[src/rtl/pe_param.sv]
`timescale 1ns/1ps
// Parametrised PE: buffers a filter, a sliding ifmap window and partial sums in
// local scratchpads, runs one signed MAC per cycle and streams psums out.
module pe_param #(
    parameter int DATA_BITS       = 32,
    parameter int ELEM_BITS       = 8,
    parameter int PSUM_BITS       = 32,
    parameter int IFMAP_SPAD_LEN  = 16,
    parameter int FILTER_SPAD_LEN = 64,
    parameter int PSUM_SPAD_LEN   = 4
) (
    input  logic                 clk,
    input  logic                 rst,
    input  logic                 PE_en,
    input  logic [13:0]          i_config,
    input  logic [DATA_BITS-1:0] ifmap,
    input  logic [DATA_BITS-1:0] filter,
    input  logic [DATA_BITS-1:0] ipsum,
    input  logic                 ifmap_valid,
    input  logic                 filter_valid,
    input  logic                 ipsum_valid,
    output logic                 ifmap_ready,
    output logic                 filter_ready,
    output logic                 ipsum_ready,
    output logic [DATA_BITS-1:0] opsum,
    output logic                 opsum_valid,
    input  logic                 opsum_ready
);

    localparam int LANES = DATA_BITS / ELEM_BITS;
    localparam int FCW   = $clog2(FILTER_SPAD_LEN + 1);
    localparam int ICW   = $clog2(IFMAP_SPAD_LEN + 1);
    localparam int FAW   = $clog2(FILTER_SPAD_LEN);
    localparam int IAW   = $clog2(IFMAP_SPAD_LEN);
    localparam int PAW   = $clog2(PSUM_SPAD_LEN);
    localparam logic [ELEM_BITS-1:0] SIGN_FLIP = {1'b1, {(ELEM_BITS-1){1'b0}}};

    typedef enum logic [2:0] {
        IDLE, READ_FILTER, READ_IFMAP, READ_IPSUM, CONV, WRITE_OPSUM
    } state_t;

    state_t state_q, state_d;

    logic       stride2_q, stride2_d;
    logic       dw_q, dw_d;
    logic [1:0] rs_m1_q, rs_m1_d;
    logic [1:0] p_m1_q, p_m1_d;
    logic [1:0] q_m1_q, q_m1_d;
    logic [4:0] f_last_q, f_last_d;
    logic       cfg_unused;

    logic [FCW-1:0] filt_cnt_q, filt_cnt_d;
    logic [ICW-1:0] ifm_cnt_q, ifm_cnt_d;
    logic [PAW-1:0] ipsum_cnt_q, ipsum_cnt_d;
    logic [IAW-1:0] mac_j_q, mac_j_d;
    logic [PAW-1:0] mac_k_q, mac_k_d;
    logic [FAW-1:0] mac_ptr_q, mac_ptr_d;
    logic [PAW-1:0] opsum_idx_q, opsum_idx_d;
    logic [4:0]     col_q, col_d;

    logic [ELEM_BITS-1:0] filter_spad_q [FILTER_SPAD_LEN];
    logic [ELEM_BITS-1:0] filter_spad_d [FILTER_SPAD_LEN];
    logic [ELEM_BITS-1:0] ifmap_spad_q  [IFMAP_SPAD_LEN];
    logic [ELEM_BITS-1:0] ifmap_spad_d  [IFMAP_SPAD_LEN];
    logic [PSUM_BITS-1:0] psum_q        [PSUM_SPAD_LEN];
    logic [PSUM_BITS-1:0] psum_d        [PSUM_SPAD_LEN];

    logic [2:0] q_val, p_val, rs_val, np_val;
    logic [4:0] w_val;
    logic [6:0] nf_val;
    logic [3:0] sh_val;
    logic       last_j, last_mac;

    logic signed [2*ELEM_BITS-1:0]        prod;
    logic        [PSUM_BITS-1:0]          prod_ext;
    logic        [IFMAP_SPAD_LEN*ELEM_BITS-1:0] ifmap_flat, ifmap_shifted;

    assign cfg_unused = i_config[9];

    assign q_val   = {1'b0, q_m1_q} + 3'd1;
    assign p_val   = {1'b0, p_m1_q} + 3'd1;
    assign rs_val  = {1'b0, rs_m1_q} + 3'd1;
    assign w_val   = 5'(q_val) * 5'(rs_val);
    assign nf_val  = dw_q ? 7'(w_val) : 7'(p_val) * 7'(w_val);
    assign np_val  = dw_q ? q_val : p_val;
    assign sh_val  = stride2_q ? {q_val, 1'b0} : {1'b0, q_val};

    assign prod     = $signed(filter_spad_q[mac_ptr_q]) * $signed(ifmap_spad_q[mac_j_q]);
    assign prod_ext = {{(PSUM_BITS-2*ELEM_BITS){prod[2*ELEM_BITS-1]}}, prod};

    // Depthwise accumulates into psum[j mod q], so mac_k wraps every q MACs there.
    assign last_j   = (mac_j_q == IAW'(w_val - 5'd1));
    assign last_mac = dw_q ? last_j : (last_j && (mac_k_q == PAW'(p_val - 3'd1)));

    always_comb begin
        ifmap_flat = '0;
        for (int i = 0; i < IFMAP_SPAD_LEN; i++) begin
            ifmap_flat[i*ELEM_BITS +: ELEM_BITS] = ifmap_spad_q[i];
        end
        ifmap_shifted = ifmap_flat >> (int'(sh_val) * ELEM_BITS);
    end

    always_comb begin
        filter_ready = (state_q == READ_FILTER);
        ifmap_ready  = (state_q == READ_IFMAP);
        ipsum_ready  = (state_q == READ_IPSUM);
        opsum_valid  = (state_q == WRITE_OPSUM);
        opsum        = '0;
        if (state_q == WRITE_OPSUM) begin
            opsum = DATA_BITS'(psum_q[opsum_idx_q]);
        end
    end

    always_comb begin
        state_d       = state_q;
        stride2_d     = stride2_q;
        dw_d          = dw_q;
        rs_m1_d       = rs_m1_q;
        p_m1_d        = p_m1_q;
        q_m1_d        = q_m1_q;
        f_last_d      = f_last_q;
        filt_cnt_d    = filt_cnt_q;
        ifm_cnt_d     = ifm_cnt_q;
        ipsum_cnt_d   = ipsum_cnt_q;
        mac_j_d       = mac_j_q;
        mac_k_d       = mac_k_q;
        mac_ptr_d     = mac_ptr_q;
        opsum_idx_d   = opsum_idx_q;
        col_d         = col_q;
        filter_spad_d = filter_spad_q;
        ifmap_spad_d  = ifmap_spad_q;
        psum_d        = psum_q;

        case (state_q)
            IDLE: begin
                filt_cnt_d  = '0;
                ifm_cnt_d   = '0;
                ipsum_cnt_d = '0;
                mac_j_d     = '0;
                mac_k_d     = '0;
                mac_ptr_d   = '0;
                opsum_idx_d = '0;
                col_d       = '0;
                for (int i = 0; i < FILTER_SPAD_LEN; i++) filter_spad_d[i] = '0;
                for (int i = 0; i < IFMAP_SPAD_LEN; i++)  ifmap_spad_d[i]  = '0;
                for (int i = 0; i < PSUM_SPAD_LEN; i++)   psum_d[i]        = '0;
                if (PE_en) begin
                    stride2_d = i_config[13];
                    dw_d      = i_config[12];
                    rs_m1_d   = i_config[11:10];
                    p_m1_d    = i_config[8:7];
                    f_last_d  = i_config[6:2];
                    q_m1_d    = i_config[1:0];
                    state_d   = READ_FILTER;
                end
            end
            READ_FILTER: begin
                if (filt_cnt_q >= FCW'(nf_val)) begin
                    state_d = READ_IFMAP;
                end else if (filter_valid) begin
                    for (int i = 0; i < FILTER_SPAD_LEN; i++) begin
                        for (int l = 0; l < LANES; l++) begin
                            if (l < int'(q_val) && int'(filt_cnt_q) + l == i) begin
                                filter_spad_d[i] = filter[l*ELEM_BITS +: ELEM_BITS];
                            end
                        end
                    end
                    filt_cnt_d = filt_cnt_q + FCW'(q_val);
                end
            end
            READ_IFMAP: begin
                if (ifm_cnt_q >= ICW'(w_val)) begin
                    state_d = READ_IPSUM;
                end else if (ifmap_valid) begin
                    for (int i = 0; i < IFMAP_SPAD_LEN; i++) begin
                        for (int l = 0; l < LANES; l++) begin
                            if (l < int'(q_val) && int'(ifm_cnt_q) + l == i) begin
                                ifmap_spad_d[i] = ifmap[l*ELEM_BITS +: ELEM_BITS] ^ SIGN_FLIP;
                            end
                        end
                    end
                    ifm_cnt_d = ifm_cnt_q + ICW'(q_val);
                end
            end
            READ_IPSUM: begin
                if (ipsum_valid) begin
                    psum_d[ipsum_cnt_q] = PSUM_BITS'(ipsum);
                    ipsum_cnt_d         = ipsum_cnt_q + 1'b1;
                    if (ipsum_cnt_q == PAW'(np_val - 3'd1)) begin
                        state_d = CONV;
                    end
                end
            end
            CONV: begin
                psum_d[mac_k_q] = psum_q[mac_k_q] + prod_ext;
                mac_ptr_d       = mac_ptr_q + 1'b1;
                mac_j_d         = last_j ? '0 : mac_j_q + 1'b1;
                if (dw_q) begin
                    mac_k_d = (mac_k_q == PAW'(q_val - 3'd1)) ? '0 : mac_k_q + 1'b1;
                end else if (last_j) begin
                    mac_k_d = mac_k_q + 1'b1;
                end
                if (last_mac) begin
                    state_d = WRITE_OPSUM;
                end
            end
            WRITE_OPSUM: begin
                if (opsum_ready) begin
                    opsum_idx_d = opsum_idx_q + 1'b1;
                    if (opsum_idx_q == PAW'(np_val - 3'd1)) begin
                        if (col_q == f_last_q) begin
                            state_d = IDLE;
                        end else begin
                            // Slide the window: keep the overlap, refill S beats at the tail.
                            col_d       = col_q + 5'd1;
                            ifm_cnt_d   = (ifm_cnt_q > ICW'(sh_val)) ? ifm_cnt_q - ICW'(sh_val) : '0;
                            ipsum_cnt_d = '0;
                            mac_j_d     = '0;
                            mac_k_d     = '0;
                            mac_ptr_d   = '0;
                            opsum_idx_d = '0;
                            for (int i = 0; i < IFMAP_SPAD_LEN; i++) begin
                                ifmap_spad_d[i] = ifmap_shifted[i*ELEM_BITS +: ELEM_BITS];
                            end
                            for (int i = 0; i < PSUM_SPAD_LEN; i++) psum_d[i] = '0;
                            state_d = READ_IFMAP;
                        end
                    end
                end
            end
            default: state_d = IDLE;
        endcase
    end

    always_ff @(posedge clk) begin
        if (rst) begin
            state_q     <= IDLE;
            stride2_q   <= 1'b0;
            dw_q        <= 1'b0;
            rs_m1_q     <= '0;
            p_m1_q      <= '0;
            q_m1_q      <= '0;
            f_last_q    <= '0;
            filt_cnt_q  <= '0;
            ifm_cnt_q   <= '0;
            ipsum_cnt_q <= '0;
            mac_j_q     <= '0;
            mac_k_q     <= '0;
            mac_ptr_q   <= '0;
            opsum_idx_q <= '0;
            col_q       <= '0;
            for (int i = 0; i < FILTER_SPAD_LEN; i++) filter_spad_q[i] <= '0;
            for (int i = 0; i < IFMAP_SPAD_LEN; i++)  ifmap_spad_q[i]  <= '0;
            for (int i = 0; i < PSUM_SPAD_LEN; i++)   psum_q[i]        <= '0;
        end else begin
            state_q       <= state_d;
            stride2_q     <= stride2_d;
            dw_q          <= dw_d;
            rs_m1_q       <= rs_m1_d;
            p_m1_q        <= p_m1_d;
            q_m1_q        <= q_m1_d;
            f_last_q      <= f_last_d;
            filt_cnt_q    <= filt_cnt_d;
            ifm_cnt_q     <= ifm_cnt_d;
            ipsum_cnt_q   <= ipsum_cnt_d;
            mac_j_q       <= mac_j_d;
            mac_k_q       <= mac_k_d;
            mac_ptr_q     <= mac_ptr_d;
            opsum_idx_q   <= opsum_idx_d;
            col_q         <= col_d;
            filter_spad_q <= filter_spad_d;
            ifmap_spad_q  <= ifmap_spad_d;
            psum_q        <= psum_d;
        end
    end

endmodule

[config.mk]
export PLATFORM = sky130hd
export DESIGN_NAME = pe_param
export DESIGN_NICKNAME = d
export VERILOG_FILES = /design/src/rtl/pe_param.sv
export SDC_FILE = /design/constraint.sdc
export NUM_CORES = 2
export LEC_CHECK = 0
export BUFFER_PORTS_ARGS = -buffer_cell sky130_fd_sc_hd__buf_2
export CORE_UTILIZATION = 60
export CTS_BUF_LIST = sky130_fd_sc_hd__clkbuf_4
export DETAILED_ROUTE_END_ITERATION = 7
export PLACE_DENSITY = 0.81
export SLEW_MARGIN = 0
export SYNTH_ARGS = -nofsm -noshare
export SYNTH_HDL_FRONTEND = slang
export SYNTH_SLANG_ARGS = --single-unit
export TNS_END_PERCENT = 20
[constraint.sdc]
create_clock -name clk -period 12.15 [get_ports clk]
set_input_delay 0.6075 -clock clk [delete_from_list [all_inputs] [get_ports clk]]
set_output_delay 0.6075 -clock clk [all_outputs]
set_load 0.01 [all_outputs]
==> flow_summary_export.csv <==
group,metric,value,unit
critical_path,critPathSlowestCell,"dfxtp_4",
sta,clock_skew,111.0,ps
place,dpl_cell_area,71480,um2
clock_network,cts_tree,"done",
yosys,synth_warnings,0,
critical_path,startpoint,"mac_ptr_q[1]",
floorplanning,std_cell_rows,125,
min_path,min_from,"ifmap[19]",
power,total_power,12.40,mW
yosys,netlist_instances,8399,
floorplanning,die_x,346.2,um
sta,worst_slew_pin_slew,1400,ps
floorplanning,start_util,60.84,%
sta,hold_viol,0,
clock_network,cts_buffers,222,
clock_network,clkLatencyLatePin,1340,ps
clock_network,cts.sinks,817,
clock_network,clock-root-buffer,"clkbuf_4",
clock_network,clk_pin_slew,70,ps
yosys,yosys.area.top_type,"dfxtp_1",
route,drt-vias-per-instance,7.525,
sta,drv_slew,0,
floorplanning,fp.coreArea,116800,um2
grt,grt_pass1_vias,70642,
power,leakage,27.88,nW
power,p_per_area,164.5,nW/um2
flow_run,drv_cap,0,
min_path,hold_path.class,"input port to register",
layout,final_cell_mix,"1012 x mux2i_1, 931 x nand2_1, 806 x dfxtp_1, 701 x nor2_1, 651 x o21ai_0",
critical_path,cp_max_fo,66,
yosys,post_synth_num_cell_types,104,
layout,drive_gt1_share,15.80,%
floorplanning,die_h,346.2,um
route,drc,15,
layout,nets,8467,
yosys,synth_flop_cell,"dfxtp_1",
layout,fin_util,64.51,%
sta,slew_headroom,6.026,%
critical_path,r2r-start,"mac_ptr_q[1]",
yosys,async_reset_ff_share,0,%
sta,rsz0062_at_grt,"no",
status,outcome,"complete, but fails checks",
clock_network,cts_buffer_depth,3,
place,dp.final_hpwl,186300,um
grt,grt_max_degree,105,
floorplanning,dieArea,119900,um2
yosys,ys_ff_latch,817,
grt,antenna_found_initial,33,
yosys,syn-cell-area,71080,um2
sta,period_needed,10750,ps
critical_path,worstSetupPathType,"register to register",
clock_network,cts_setup_buffers,0,
place,place_inst,9369,
sta,finalSetupTns,0,ps
critical_path,required,13340,ps
layout,instances_no_fill,9885,
route,drt-total-wl,299200,um
yosys,ys_top_cells_by_area,"dfxtp_1 23%, mux2i_1 14%, mux4_2 11%",
yosys,synth_seq_area_share,23.01,%
layout,area_growth,6.029,%
place,port-buffer-count,151,
layout,final_common_cell,"mux2i_1",
critical_path,crit_path_start_kind,"register",
layout,design_area,75370,um2
critical_path,max_stage_delay,960,ps
sta,setup-violations-final,0,
yosys,syn_nets,8694,
critical_path,worst_ep_arrival_time,11940,ps
sta,fin_crit_sh,88.48,%
yosys,avgSynthCellArea,8.463,um2
grt,grt_pass1_wl,443100,um
clock_network,cts_resized,0,
grt,grt-ovfl-total,0,
sta,fmax,93.03,MHz
status,failed_checks,"design-rule violations",
place,routabilityCongestion,1.047,
route,ant_nets,0,
grt,grt_use_total,48.33,%
route,drt_iter0_drc,12695,
route,vias,74386,
power,vdd_ir_drop_max,0.0001564,V
critical_path,endpoint_kind,"register",
floorplanning,num_io_pins,153,
route,dr.pass1.iters,8,
route,post_drt_wl_per_cell,30.27,um
yosys,synthDominantCellAreaShare,23.01,%
clock_network,htreeDepth,4,
yosys,synth_edf_count,0,
==> routing by layer <==
layer	GRT usage, %	vias up	part of all wire, %	wire length (um)
li1	-	30986	-	-
met1	56.85	34507	34	100400
met2	68.28	6665	40	120700
met3	18.61	2204	15	46270
met4	42.79	24	11	31570
met5	0	-	0.082	244
==> sequential cells by signal, summed over array words and instances, names as in the netlist, 4 cells and up <==
signal / flops
ifmap_flat: 128
col_q: 5
mac_ptr_q: 6
psum_q: 128
filter_spad_q: 512
ifm_cnt_q: 5
filt_cnt_q: 7
mac_j_q: 4
f_last_q: 5
==> area by class of cell <==
| class | instances | area (um2) |
|---|---|---|
| clock inverters | 77 | 459.2 |
| flip-flops and latches | 817 | 16370 |
| well taps | 1524 | 1907 |
| inverters | 135 | 508.0 |
| multi-input cells | 6606 | 50870 |
| fillers | 9606 | 41460 |
| repair buffers | 390 | 2855 |
| diodes | 25 | 62.56 |
| clock buffers | 311 | 2335 |
==> final timing paths <==
check / endpoint / slack (ps) / depth (start not counted)
worst max-delay path: psum_q[93] / 1400 / 30
worst min-delay path: ifmap_flat[83] / 40 / 4
worst max register to register: psum_q[93] / 1400 / 30
worst min register to register: filter_spad_q[139] / 460 / 1
==> worst max-delay path: cells and delay by family (launching register included) <==
kind            cells  cell delay [ps]
flops               1              960
simple gates        6             1230
xor+xnor            2             1220
fa+ha+maj           6             2750
compound gates      8             2170
buf+inv             5              620
mux                 3             1620
==> through the flow <==
step / hold WS (ps) / setup slack (ps)
3_5_place_dp: 441.5 / 1587
3_3_place_gp: 439.0 / 1768
5_1_grt: 35.97 / 785.4
6_report: 35.62 / 1400
4_1_cts: 0.1258 / 1576
2_1_floorplan: 427.1 / 2674
==> cells by family after synthesis <==
kind of cell / count (synthesis) / share of synthesized area [%]
XOR/XNOR: 95 / 1.207
AND/OR/NAND/NOR: 2356 / 15.44
buffers and inverters: 976 / 5.717
flip-flops: 817 / 23.01
multiplexers: 1448 / 26.72
AO/OA/AOI/OAI: 2529 / 24.09
adder cells (fa/ha/maj): 178 / 3.820
==> cell usage after synthesis, types with 97 or more instances <==
cell type / instances
nand3_1: 97
nor2_1: 704
clkbuf_1: 582
o2bb2ai_1: 404
mux4_2: 351
ha_1: 113
mux2i_1: 1012
a22o_1: 142
nand2_1: 932
inv_1: 131
o21ai_0: 652
a21oi_1: 508
a211oi_1: 262
buf_2: 122
nor3_1: 119
a22oi_1: 106
dfxtp_1: 817
==> power breakdown <==
group | internal (mW) | switching, mW
Sequential | 3.07 | 0.391
Combinational | 2.07 | 4.26
Clock | 1.27 | 1.34
==> repair_timing <==
item                       CTS  global route
setup endpoints to repair    0             0
hold buffers               103             0
hold endpoints to repair   255             0
Power figures use the tool's default switching activity.
